--- config.mk ---
export PLATFORM = sky130hd
export DESIGN_NAME = rename_free_list_ctrl
export DESIGN_NICKNAME = d
export VERILOG_FILES = /design/src/rtl/rename_free_list_ctrl.sv
export SDC_FILE = /design/constraint.sdc
export NUM_CORES = 1
export LEC_CHECK = 0
export CAP_MARGIN = 20
export CELL_PAD_IN_SITES_DETAIL_PLACEMENT = 1
export CELL_PAD_IN_SITES_GLOBAL_PLACEMENT = 2
export CORE_UTILIZATION = 40
export DETAILED_ROUTE_END_ITERATION = 8
export MAX_ROUTING_LAYER = met4
export PLACE_DENSITY = 0.77
export SLEW_MARGIN = 10
export SYNTH_ARGS = -nofsm -noshare
export SYNTH_HDL_FRONTEND = slang
export SYNTH_SLANG_ARGS = --single-unit
export TNS_END_PERCENT = 1
--- constraint.sdc ---
create_clock -name clk -period 5.8 [get_ports clk]
set_input_delay 1.16 -clock clk [delete_from_list [all_inputs] [get_ports clk]]
set_output_delay 1.16 -clock clk [all_outputs]
set_load 0.02 [all_outputs]
--- src/rtl/rename_free_list_ctrl.sv ---
// Free-list and architectural-map controller for D-register renaming; replays the committed map
// into the translation table after reset and flush. Optional same-cycle reclaim bypass: FRL_RECLAIM_BYPASS_EN.
module rename_free_list_ctrl #(
  parameter  int NUM_D_REG = 32,
  parameter  int NUM_V_REG = 16,
  localparam int PW        = $clog2(NUM_D_REG)
) (
  input  logic          clk,
  input  logic          n_rst,
  input  logic          alloc_req,
  output logic          alloc_ready,
  output logic [PW-1:0] alloc_preg,
  input  logic          commit_valid,
  input  logic [3:0]    commit_v_reg,
  input  logic [PW-1:0] commit_p_reg,
  input  logic [PW-1:0] commit_old_preg,
  input  logic          flush,
  output logic          tt_wr_en,
  output logic [3:0]    tt_wr_v,
  output logic [PW-1:0] tt_wr_p,
  output logic          busy,
  output logic [PW:0]   free_count,
  output logic [1:0]    dbg_state_o
);

  localparam int          NUM_FREE  = NUM_D_REG - NUM_V_REG;
  localparam logic [PW:0] FREE_INIT = (PW+1)'(NUM_FREE);

  typedef enum logic [1:0] {
    ST_INIT    = 2'd0,
    ST_RUN     = 2'd1,
    ST_RECOVER = 2'd2
  } state_e;

  state_e        state_q, state_d;
  logic [3:0]    cnt_q, cnt_d;
  logic [PW:0]   spec_head_q, spec_head_d;
  logic [PW:0]   commit_head_q, commit_head_d;
  logic [PW:0]   tail_q, tail_d;
  logic [PW-1:0] fl_q [NUM_D_REG];
  logic [PW-1:0] arch_map_q [NUM_V_REG];

  logic in_run;
  logic pool_empty;
  logic commit_fire;
  logic alloc_fire;
  logic bypass;

  assign dbg_state_o = state_q;
  assign in_run      = (state_q == ST_RUN);
  assign free_count  = tail_q - spec_head_q;
  assign pool_empty  = (free_count == '0);
  assign commit_fire = in_run & commit_valid;

`ifdef FRL_RECLAIM_BYPASS_EN
  // Empty pool: hand the preg being reclaimed this cycle straight to rename.
  assign bypass = in_run & pool_empty & commit_valid & ~flush;
`else
  assign bypass = 1'b0;
`endif

  // Handshake: a preg is granted exactly when alloc_req & alloc_ready are both high in a
  // cycle; alloc_preg is valid whenever alloc_ready is high and does not depend on alloc_req.
  assign alloc_ready = in_run & ~flush & (~pool_empty | bypass);
  assign alloc_preg  = bypass ? commit_old_preg : fl_q[spec_head_q[PW-1:0]];
  assign alloc_fire  = alloc_req & alloc_ready;

  always_comb begin
    state_d       = state_q;
    cnt_d         = cnt_q;
    spec_head_d   = spec_head_q + (PW+1)'(alloc_fire);
    commit_head_d = commit_head_q + (PW+1)'(commit_fire);
    tail_d        = tail_q + (PW+1)'(commit_fire);
    tt_wr_en      = 1'b0;
    tt_wr_v       = cnt_q;
    tt_wr_p       = '0;
    busy          = 1'b1;
    case (state_q)
      ST_INIT: begin
        tt_wr_en = n_rst;
        tt_wr_p  = PW'(cnt_q);
        cnt_d    = cnt_q + 4'd1;
        if (cnt_q == 4'd15) state_d = ST_RUN;
      end
      ST_RUN: begin
        busy = 1'b0;
        if (flush) begin
          // A commit arriving with the flush is retired, so the restart point includes it.
          spec_head_d = commit_head_q + (PW+1)'(commit_fire);
          cnt_d       = 4'd0;
          state_d     = ST_RECOVER;
        end
      end
      ST_RECOVER: begin
        tt_wr_en = 1'b1;
        tt_wr_p  = arch_map_q[cnt_q];
        if (flush) begin
          cnt_d = 4'd0;
        end else begin
          cnt_d = cnt_q + 4'd1;
          if (cnt_q == 4'd15) state_d = ST_RUN;
        end
      end
      default: begin
        state_d = ST_INIT;
        cnt_d   = 4'd0;
      end
    endcase
  end

  always_ff @(posedge clk) begin
    if (!n_rst) begin
      state_q       <= ST_INIT;
      cnt_q         <= 4'd0;
      spec_head_q   <= '0;
      commit_head_q <= '0;
      tail_q        <= FREE_INIT;
      for (int i = 0; i < NUM_D_REG; i++) begin
        fl_q[i] <= (i < NUM_FREE) ? PW'(i + NUM_V_REG) : '0;
      end
      for (int i = 0; i < NUM_V_REG; i++) begin
        arch_map_q[i] <= '0;
      end
    end else begin
      state_q       <= state_d;
      cnt_q         <= cnt_d;
      spec_head_q   <= spec_head_d;
      commit_head_q <= commit_head_d;
      tail_q        <= tail_d;
      if (state_q == ST_INIT) begin
        arch_map_q[cnt_q] <= PW'(cnt_q);
      end
      if (commit_fire) begin
        arch_map_q[commit_v_reg]  <= commit_p_reg;
        fl_q[tail_q[PW-1:0]]      <= commit_old_preg;
      end
    end
  end

  a_free_bound: assert property (@(posedge clk) disable iff (!n_rst)
    free_count <= FREE_INIT);

  a_pool_conserved: assert property (@(posedge clk) disable iff (!n_rst)
    (tail_q - commit_head_q) == FREE_INIT);

  a_no_alloc_empty: assert property (@(posedge clk) disable iff (!n_rst)
    !(alloc_fire && pool_empty && !bypass));

  a_no_commit_recover: assert property (@(posedge clk) disable iff (!n_rst)
    !(state_q == ST_RECOVER && commit_valid));

endmodule

* Word level (Yosys, flattened, before mapping)
Memories as Yosys holds them, arrays and structs flattened. A register that Yosys moved wholly into a read port is not among the register bits.
Cells that the tools add are included.
** Cells by class
- Equality and inequality tests :: 5
- Bitwise operators :: 6
- $add $sub $neg :: 5
- Reductions and logical operators :: 6
- Multiplexer cells :: 31
** Operators with widths (count)
- $mux W5 :: 5
- $mux W4 :: 6
- $add A6 B1 Y6 :: 3
- $reduce_or A5 Y1 :: 3
- $mux W6 :: 2
- $pmux W4 S3 :: 1
- $mux W1 :: 11
- $pmux W5 S2 :: 1
- $logic_not A6 Y1 :: 1
- $mux W2 :: 3
- $pmux W2 S3 :: 1
- $sub A6 B6 Y6 :: 1
- $add A4 B1 Y4 const B :: 1
- $and A1 B1 Y1 :: 4
- $eq A4 B4 Y1 const B :: 1
- $ne A2 B2 Y1 const B :: 2
- $eq A2 B1 Y1 const B :: 1
- $eq A2 B2 Y1 const B :: 1
- $logic_not A2 Y1 :: 1
- $not A1 Y1 :: 2
- $pmux W1 S2 :: 1
- $reduce_and A2 Y1 :: 1
** Word-level totals
- Flip-flop bits (word level) :: 24
- Logic and storage cells :: 60
- Memories kept :: 2
- RAM bits :: 240
** Memories
- fl_q :: words 32, bits a word 5, read ports 1, clocked after Yosys merged registers in 1, wr ports 32, line 40 : logic [PW-1:0] fl_q [NUM_D_REG];
- arch_map_q :: words 16, bits a word 5, read ports 1, clocked after Yosys merged registers in 1, wr ports 16, line 41 : logic [PW-1:0] arch_map_q [NUM_V_REG];

* Logic depth before layout (Yosys ltp)
- Depth after elaboration :: 9
- Gate-level depth with buffers :: 16

* Worst setup path after synthesis
OpenSTA, ideal clock, no wires.
- Kind :: reg2out
- Start point :: reg spec_head_q[2]
- End point :: out alloc_ready
- Required time :: 4640 ps
- Data arrival time :: 2531 ps
- Stages on the path, launching flop included :: 10
- Setup slack :: 2109 ps
- Buffers on the path :: 2
- Cell sequence :: dfxtp_1 -> buf_2 -> buf_1 -> inv_1 -> ha_1 -> nand2b_1 -> a21oi_1 -> xor2_1 -> nor4_1 -> a21boi_0
** Between the ends
- Longest elaborated chain between the ends :: 4
** Ends and longest elaborated chain
- start: declaration :: line 37 : logic [PW:0] spec_head_q, spec_head_d;
- start signal: assignment :: line 127 : spec_head_q <= spec_head_d;
- $sub A6 B6 Y6 :: line 51 : assign free_count = tail_q - spec_head_q;
- net free_count[4] :: line 22 : output logic [PW:0] free_count,
- $logic_not A6 Y1 :: line 52 : assign pool_empty = (free_count == '0);
- $not A1 Y1 :: line 64 : assign alloc_ready = in_run & ~flush & (~pool_empty | bypass);
- $and A1 B1 Y1 :: line 64
- end: declaration :: line 11 : output logic alloc_ready,
The timed path passes the listed nets, and every way through them passes these cells.

* Worst setup path in the final report
- Start point :: reg spec_head_q[1]
- End point :: out alloc_ready
** Between the ends
- Longest elaborated chain between the ends :: 4
** Ends and longest elaborated chain (line)
- $sub A6 B6 Y6 :: 51
- $logic_not A6 Y1 :: 52
- $not A1 Y1 :: 64
- $and A1 B1 Y1 :: 64
No other way between the ends.

==> metrics <==
Period minus WS final 4774 ps; count of placed standard cells including taps 1357; first-pass detailed-route iteration total 7; full die area 32060 sq um; top fanout value on the critical path 15; number of nets in the layout 1025; relative contribution of sequential cells to total power 50.4%; summed instance area of the synthesized netlist 12540 sq um; count of flip-flops with a built-in enable after synthesis 240; remaining number of nets flagged by the antenna check after routing 0; Final Total Pwr 4.383 mW; number of clock sinks 268; CP Launch Type register; Post-Synth Simple-Gate Area 14.78%; placed instance area 13220 sq um; FFs w/ async S/R, synth 0%; Die X-Extent 179.1 um; relative contribution of the clock network to total power 43.9%; setup tns final 0 ps; arrival time at the worst endpoint 3610 ps; Worst Setup End Kind primary output; root buffer selected by CTS clkbuf_16; CORE AREA 30750 sq um; GRT Resource Usage Total 21.66%; setup repair after global routing missed its margin no; result of the run finished, violations left; net load switching power 0.9700 mW; commonest register cell after synthesis edfxtp_1; design area 14220 sq um; final cycle utilization of the critical path 82.32%; depth of the worst hold-timing path 2; leakage 4.581 nW; post-synthesis mux area share 12.59%; die span in y 179.1 um; routability congestion estimate 0.7937; Relative slew margins 30.18%; number of H-tree branching levels 1; worst hold-check path type register to register; combinational group share of total power 5.7%; pin count of the biggest net entering global routing 73; worst setup slack after placement 1532 ps; R2R setup slack 2270 ps; top-level I/O count 44; Clock transition at path regs 60 ps; wire length of the first global-routing pass 50070 um; max capacitance violation total 0; hold buffer count at cts 0; number of buffers created by CTS 30; Yosys cell types 49; TritonCTS clock tree done; Yosys warnings 0; worst min-delay path startpoint tail_q[5]; Resized cells post-CTS 0; Mapped Cells 980; Synth Area in Compound Gates 4.430%; synthesized-area fraction occupied by adder cells 1.357%; Core Util, Final 46.23%; port buffer count 43; total detailed-routing wirelength 32400 um; max-slew violation count 0; critical path start-end classification register to primary output; via count of the first global-routing pass 8391; Mapped Nets 1012; peak supply drop 0.0002243 V; sequential fraction of the synthesis area 61.94%; number of cell instances on the worst register-to-register path 14; setup violation total in the final timing report 0; worst reg2reg path startpoint spec_head_q[1]; Finished Layout Cells 1412; worst-skew pair later-pin latency 560 ps; main combinational cell family by area after synthesis simple AND/OR/NAND/NOR gates; slew at the pin closest to its max-slew limit 1036 ps; vias after detailed routing 7990; number of buffers on the longest clock path 3; antenna violations before repair 0; post-CTS setup repair buffer count 0; minimum hold slack 525.6 ps; initial core utilization 40.78%; highest clock rate 209.4 MHz; row cnt 64; total overflow reported by the global router 0; Starting DRT DRC Count 651; final-report hold violation count 0; number of vias per cell after detailed routing 5.659; PD cells 308.3 nW/um^2; routed length per placed instance 22.95 um; number of flip-flops and latches in the synthesized netlist 268; post-detailed-route DRC marker count 4; internal power summed over all cells 3.413 mW; clock tree skew after final layout 20.51 ps; post-DP HPWL 21430 um; Syn Area/Cell 12.80 sq um; Area growth, synth to finish 13.37%; hold path endpoint tail_q[5]; failing checks DRC; share of post-route cells with drive strength above 1 11.71%; sw frac 22.13%; Antenna Diode Count 0; worst flop-to-flop path endpoint spec_head_q[4]; fin worst setup slack 1026 ps; endpoint required time on the critical path 4640 ps; post-synthesis share of cell area spent on xor and xnor gates 1.187%
==> cell type report <==
class / count / area (sq um)
clock buffer: 37 / 798.3
clock inverter: 18 / 197.7
fill: 3170 / 16530
inverter: 15 / 56.30
multi-input combinational: 613 / 4307
sequential: 268 / 7771
tap: 396 / 495.5
timing repair buffer: 65 / 590.6
==> worst max path at each step <==
stage	start	to	slack (ps)	cells after the start
after floorplan	spec_head_q[2]	alloc_ready	2110	9
after global placement	flush	alloc_ready	1650	4
after detailed placement	commit_valid	fl_q[0][1]	1530	7
after CTS	spec_head_q[1]	alloc_ready	990	8
after global routing	spec_head_q[1]	alloc_ready	760	8
final	spec_head_q[1]	alloc_ready	1030	8
==> placed cells by master (no fill, tap or decap), types with 3 or more instances in the layout <==
master	n
nand4_1	6
buf_4	22
clkinvlp_4	3
inv_1	13
nor3_1	97
nor2_1	130
a211oi_1	4
nor2b_1	14
bufinv_16	4
mux2i_1	37
mux4_1	7
dfxtp_1	27
nand2b_1	5
clkbuf_16	31
nand3_1	38
xor2_1	10
and3_1	5
a21boi_0	3
a21oi_1	22
clkinv_2	7
or3_1	8
nand2_1	78
xnor2_1	7
o21ai_0	32
and2_1	12
clkbuf_1	6
a22oi_1	7
clkinv_1	5
a22o_1	4
clkdlybuf4s50_1	42
o221ai_1	9
nand3b_1	4
ha_1	12
mux4_2	45
edfxtp_1	240
==> critical path: stages, from the launching register on <==
cell             delay, ps
dfxtp_1                840
inv_1                  320
ha_1                   370
nand2b_1                70
a21oi_1                210
o32ai_1                110
a311oi_1               370
a21boi_0               190
clkdlybuf4s50_1        580
==> routing by layer <==
layer  part of all wire [%]  routed length, um  vias up  GRT usage, %
met5                      0                  0        -             -
met4                    2.3                750        0         6.038
met3                    5.1               1658       57         2.778
met2                     46              15060      232         33.24
met1                     46              14930     4031         30.23
li1                       -                  -     3670             -
==> cells by family after synthesis <==
family | after synthesis
compound gates | 89
xor+xnor | 17
fa+ha+maj | 13
buf+inv | 99
flops | 268
mux | 90
simple gates | 404
==> state kept, by name, summed over array words and instances (netlist names), named ones only <==
register,flops
arch_map_q,80
commit_head_q,6
dbg_state_o,2
fl_q,160
spec_head_q,6
tail_q,6
tt_wr_v,4
==> synth_stat cells (3+ instances only) <==
master,n,area (sq um)
nor2b_1,14,87.58
nand4_1,6,37.54
o21ai_0,32,160.2
inv_1,13,48.80
nand3b_1,4,30.03
a22o_1,4,35.03
buf_4,6,45.04
and2_1,12,75.07
dfxtp_1,28,560.5
mux4_1,7,183.9
a211oi_1,4,30.03
ha_1,12,150.1
buf_2,26,130.1
a21oi_1,22,110.1
xor2_1,10,87.58
nor2_1,130,488.0
mux4_2,45,1013
nand3_1,38,190.2
o221ai_1,9,78.83
mux2i_1,37,370.4
nand2b_1,5,31.28
a22oi_1,7,52.55
edfxtp_1,240,7207
clkbuf_1,46,172.7
and3_1,5,31.28
nor3_1,97,485.5
buf_6,3,33.78
nand2_1,78,292.8
or3_1,8,50.05
xnor2_1,7,61.31
a21boi_0,3,22.52
==> power by group through the flow <==
stage               combinational [mW]  clock [mW]  sequential [mW]
detailed placement               0.253           0             2.25
floorplan                        0.171           0             2.22
global route                     0.269        2.02             2.22
CTS                              0.254        1.96             2.21
finish                           0.250        1.92             2.21
global placement                 0.248           0             2.25
(Power assumes the default switching activity.)
